[config.mk]
export PLATFORM = sky130hd
export DESIGN_NAME = multicycle_adder
export DESIGN_NICKNAME = d
export VERILOG_FILES = /design/src/rtl/multicycle_adder.sv
export SDC_FILE = /design/constraint.sdc
export NUM_CORES = 1
export LEC_CHECK = 0
export BUFFER_PORTS_ARGS = -buffer_cell sky130_fd_sc_hd__buf_2
export CAP_MARGIN = 15
export CORE_MARGIN = 1.5
export CORE_UTILIZATION = 40
export CTS_CLUSTER_DIAMETER = 150
export DETAILED_ROUTE_END_ITERATION = 10
export SLEW_MARGIN = 40
export SYNTH_ARGS = -nofsm -noshare
export SYNTH_HDL_FRONTEND = slang
export SYNTH_SLANG_ARGS = --single-unit
[constraint.sdc]
create_clock -name clk -period 3.1 [get_ports clk]
set_input_delay 0.155 -clock clk [delete_from_list [all_inputs] [get_ports clk]]
set_output_delay 0.155 -clock clk [all_outputs]
set_load 0.01 [all_outputs]
[src/rtl/multicycle_adder.sv]
// multicycle_adder: sequential add/subtract unit that handles WIDTH-bit
// operands one CHUNK-bit slice per clock and passes the carry from each slice
// to the next. Operands are taken on in_valid & in_ready. The result is held
// until out_valid & out_ready.
// Optional feature: define MULTICYCLE_ADDER_OVERFLOW_EN to add the 'overflow'
// output (signed two's-complement overflow of the final result).
module multicycle_adder #(
    parameter int WIDTH = 32,
    parameter int CHUNK = 8
) (
    input  logic             clk,
    input  logic             rst_n,
    input  logic             in_valid,
    output logic             in_ready,
    input  logic [WIDTH-1:0] a,
    input  logic [WIDTH-1:0] b,
    input  logic             sub,
    input  logic             carry_in,
    output logic             out_valid,
    input  logic             out_ready,
    output logic [WIDTH-1:0] sum,
    output logic             carry_out,
    output logic             zero
`ifdef MULTICYCLE_ADDER_OVERFLOW_EN
    ,
    output logic             overflow
`endif
);

    localparam int NSLICE = WIDTH / CHUNK;
    localparam int IDXW   = (NSLICE > 1) ? $clog2(NSLICE) : 1;

    // A slice width that does not divide the operand width cannot be built.
    if ((CHUNK < 1) || (CHUNK > WIDTH) || ((WIDTH % CHUNK) != 0)) begin : g_bad_cfg
        $error("multicycle_adder: WIDTH must be a non-zero multiple of CHUNK");
    end

    typedef enum logic [1:0] {
        IDLE = 2'd0,
        RUN  = 2'd1,
        DONE = 2'd2
    } state_t;

    state_t            state;
    state_t            state_next;
    logic [WIDTH-1:0]  a_reg;
    logic [WIDTH-1:0]  b_reg;
    logic              carry;
    logic [IDXW-1:0]   idx;
    logic [CHUNK:0]    slice_res;
    logic [WIDTH-1:0]  sum_next;
    logic              last_slice;

    assign last_slice = (idx == IDXW'(NSLICE - 1));

    // State register; reset aborts any operation in flight.
    always_ff @(posedge clk or negedge rst_n) begin
        if (!rst_n) begin
            state <= IDLE;
        end else begin
            state <= state_next;
        end
    end

    // Next-state decode: accept in IDLE, step through slices, then hold the result.
    always_comb begin
        state_next = state;
        case (state)
            IDLE:    if (in_valid) state_next = RUN;
            RUN:     if (last_slice) state_next = DONE;
            DONE:    if (out_ready) state_next = IDLE;
            default: state_next = IDLE;
        endcase
    end

    // Handshake outputs depend only on state, so out_ready never reaches in_ready.
    always_comb begin
        in_ready  = (state == IDLE);
        out_valid = (state == DONE);
    end

    // One slice of the add: the low CHUNK bits of the shifted operands plus the chained carry.
    always_comb begin
        slice_res = {1'b0, a_reg[CHUNK-1:0]} + {1'b0, b_reg[CHUNK-1:0]}
                  + {{CHUNK{1'b0}}, carry};
    end

    // Merge the fresh slice into the result at the position selected by idx.
    always_comb begin
        sum_next = sum;
        for (int i = 0; i < NSLICE; i++) begin
            if (idx == IDXW'(i)) begin
                sum_next[i*CHUNK +: CHUNK] = slice_res[CHUNK-1:0];
            end
        end
    end

    // Datapath: latch operands on accept (B inverted for subtract), then ripple one slice per clock.
    always_ff @(posedge clk or negedge rst_n) begin
        if (!rst_n) begin
            a_reg     <= '0;
            b_reg     <= '0;
            carry     <= 1'b0;
            idx       <= '0;
            sum       <= '0;
            carry_out <= 1'b0;
            zero      <= 1'b1;
`ifdef MULTICYCLE_ADDER_OVERFLOW_EN
            overflow  <= 1'b0;
`endif
        end else begin
            case (state)
                IDLE: begin
                    if (in_valid) begin
                        a_reg <= a;
                        b_reg <= b ^ {WIDTH{sub}};
                        carry <= sub | carry_in;
                        idx   <= '0;
                    end
                end
                RUN: begin
                    sum   <= sum_next;
                    carry <= slice_res[CHUNK];
                    a_reg <= a_reg >> CHUNK;
                    b_reg <= b_reg >> CHUNK;
                    idx   <= idx + IDXW'(1);
                    if (last_slice) begin
                        carry_out <= slice_res[CHUNK];
                        zero      <= (sum_next == '0);
`ifdef MULTICYCLE_ADDER_OVERFLOW_EN
                        overflow  <= slice_res[CHUNK]
                                   ^ (a_reg[CHUNK-1] ^ b_reg[CHUNK-1] ^ slice_res[CHUNK-1]);
`endif
                    end
                end
                default: ;
            endcase
        end
    end

endmodule

==> results.json <==
{
  "status": "finished clean",
  "insertion_delay_ns": 0.36,
  "crit_start": "a_reg[0]$_DFFE_PN0P_",
  "ir_drop_mv": 0.529,
  "grt_pass1_vias": 4299,
  "start_util_pct": 41.3,
  "final_layout_size_suffix_gt1_share_pct": 22.6,
  "placed_cells": 786,
  "rrSetupSlack_ns": 0.38,
  "die_w_um": 118,
  "r2r_cells": 9,
  "grt_overflow_total": 0,
  "p_total_mw": 6.23,
  "reg2reg_from": "a_reg[0]$_DFFE_PN0P_",
  "core-area_um2": 12700,
  "finalCriticalPeriod_ns": 2.72,
  "antenna_cells": 0,
  "clock_skew_ns": 0.00564,
  "drt_iter0_markers": 202,
  "rows": 41,
  "drc": 0,
  "hold_path_end": "a_reg[27]$_DFFE_PN0P_",
  "dp_hpwl_mm": 9.14,
  "grt_pass1_wl_mm": 22.4,
  "first_pass_iters": 5,
  "dieHeight_um": 118,
  "setup_violations": 0,
  "min_period_over_period_pct": 87.6,
  "hold_depth": 2,
  "antenna_found_initial": 2,
  "clk_pin_slew_worst_paths_ns": 0.07,
  "grtUsageTotal_pct": 20.4,
  "syn_area_um2": 5260,
  "drv_cap": 0,
  "syn_nets": 622,
  "synth_warnings": 0,
  "cts_tree": "done",
  "min_from": "a[27]",
  "wirelength_mm": 13.6,
  "cp_max_fo": 5,
  "fin_cells": 804,
  "cts_buffers": 9,
  "max_freq_mhz": 368,
  "setup_tns_ns": 0,
  "numPortBuffers": 105,
  "tightest_slew_ns": 0.687,
  "postSynthCellCount": 539,
  "max_slew_margin_pct": 54.2,
  "hp-class": "in2reg",
  "vias": 4391,
  "wl_per_cell_um": 16.9,
  "crit_required_ns": 3.40,
  "synth-edff-count": 0,
  "ys_seq_area_share_pct": 49.0,
  "htreeDepth": 3,
  "end_kind": "register",
  "ys_async_sr_fraction_pct": 100,
  "cts_root_buffer": "clkbuf_16",
  "finalHoldViolCount": 0,
  "setup.worst_path.start_class": "register",
  "die-area_um2": 13800,
  "nFillCells": 1242,
  "arrival_ns": 3.01,
  "avgSynthCellArea_um2": 9.76,
  "rsz0062_at_grt": "false",
  "finalNetCount": 710,
  "power_leakage_nw": 2.91,
  "cts.sinks": 103,
  "globalplace.congestion": 0.840,
  "r2r_end": "zero$_DFFE_PN1P_",
  "finalMaxSlewViolations": 0,
  "ys_ff_latch": 103,
  "ant_nets": 0,
  "grt_max_degree": 55,
  "io_pins": 106,
  "power_density_nw_per_um2": 993,
  "ys.flop_type": "dfrtp_1",
  "via_per_inst": 5.46,
  "syn_to_final_growth_pct": 19.3,
  "clockBufferDepth": 2,
  "worstSetupPathType": "reg2reg",
  "synth_cell_types": 43
}
==> cell usage in the layout, fill, tap and decap left out, drive strengths merged, types with 11 or more instances in the layout <==
cell type and count:
a22oi 48, buf 114, dfrtp 102, nor2b 50, a21oi 52, o21ai 83, xor2 33, nand2 34
ha 11, a22o 17, nor2 14, clkbuf 13
==> through the flow <==
step / setup slack, ns / utilization (%) / hold slack [ns] / area [um^2]
after global placement: 0.477 / 46.8 / 0.250 / 5950
final: 0.383 / 49.3 / 0.0150 / 6280
after floorplan: 0.603 / - / -0.141 / 5260
after CTS: 0.379 / 49.3 / 0.000280 / 6280
after global routing: 0.285 / 49.3 / 0.0168 / 6280
after detailed placement: 0.398 / 46.8 / 0.251 / 5950
==> worst max-delay path, stage by stage (launching register included) <==
cell and delay [ns]:
dfrtp_1 0.35, inv_1 0.07, fa_1 0.44, inv_1 0.09, fa_1 0.49, and2b_2 0.26, a31oi_1 0.08, or4_1 0.53
nor4_2 0.16, a32o_1 0.20
==> layer usage <==
layer	vias up	routed length, um	track usage, %	part of all wire, %
met5	-	23	0	0.17
met4	4	352	8.92	2.6
met3	29	677	4.75	5.0
met2	112	6200	30.6	46
met1	2139	6340	28.1	47
li1	2107	-	-	-
==> cells in the mapped netlist, drive strengths merged, types with 4 or more instances <==
cell type / n / area share [%]
mux2: 4 / 0.86
clkbuf: 36 / 2.6
nor3: 4 / 0.48
ha: 11 / 2.6
nor2b: 50 / 5.9
nand2: 34 / 2.4
a22o: 17 / 2.8
a22oi: 48 / 6.9
xor2: 33 / 5.5
o21ai: 83 / 7.9
nor4: 6 / 0.83
xnor2: 4 / 0.67
nor2: 14 / 1.0
dfrtp: 102 / 49
inv: 10 / 0.71
a21oi: 52 / 4.9
==> area by class of cell <==
class                           count  area (um^2)  share of cell area, %
Inverter                           10         37.5                  0.598
Tap cell                          172          215                   3.43
Timing Repair Buffer              116          631                   10.0
Clock buffer                       13          260                   4.15
Clock inverter                      3         42.5                  0.678
Sequential cell                   103         2580                   41.1
Multi-Input combinational cell    387         2510                   40.0
==> report_power, final <==
part / total (mW) / leakage (nW) / switching [mW] / internal (mW)
clock network: 1.16 / 0.146 / 0.490 / 0.669
logic: 2.73 / 1.43 / 1.63 / 1.10
registers: 2.34 / 1.33 / 0.464 / 1.88
==> logic make-up (layout without fill, tap and decap cells) <==
group / Yosys count / after routing / share of synthesized area [%]
AOI/OAI and AO/OA: 213 / 213 / 24.6
and+or+nand+nor: 119 / 119 / 12.2
DFF: 103 / 103 / 49.0
buffers and inverters: 49 / 142 / 3.52
xor gates and xnor gates: 37 / 37 / 6.16
adders and majority gates: 13 / 13 / 3.38
muxes: 5 / 5 / 1.05
==> how the worst max path moves through the flow <==
stage / end / slack (ns) / cells past startpoint
floorplan: zero$_DFFE_PN1P_ / 0.60 / 9
global placement: zero$_DFFE_PN1P_ / 0.48 / 9
detailed placement: zero$_DFFE_PN1P_ / 0.40 / 9
CTS: zero$_DFFE_PN1P_ / 0.38 / 9
global route: zero$_DFFE_PN1P_ / 0.28 / 9
finish: zero$_DFFE_PN1P_ / 0.38 / 9
==> repair_timing <==
action | CTS | global route
hold buffers | 2 | 0
hold endpoints to repair | 53 | 0
gates resized for setup | 0 | 0
setup buffers | 0 | 0
(Power assumes the default switching activity.)
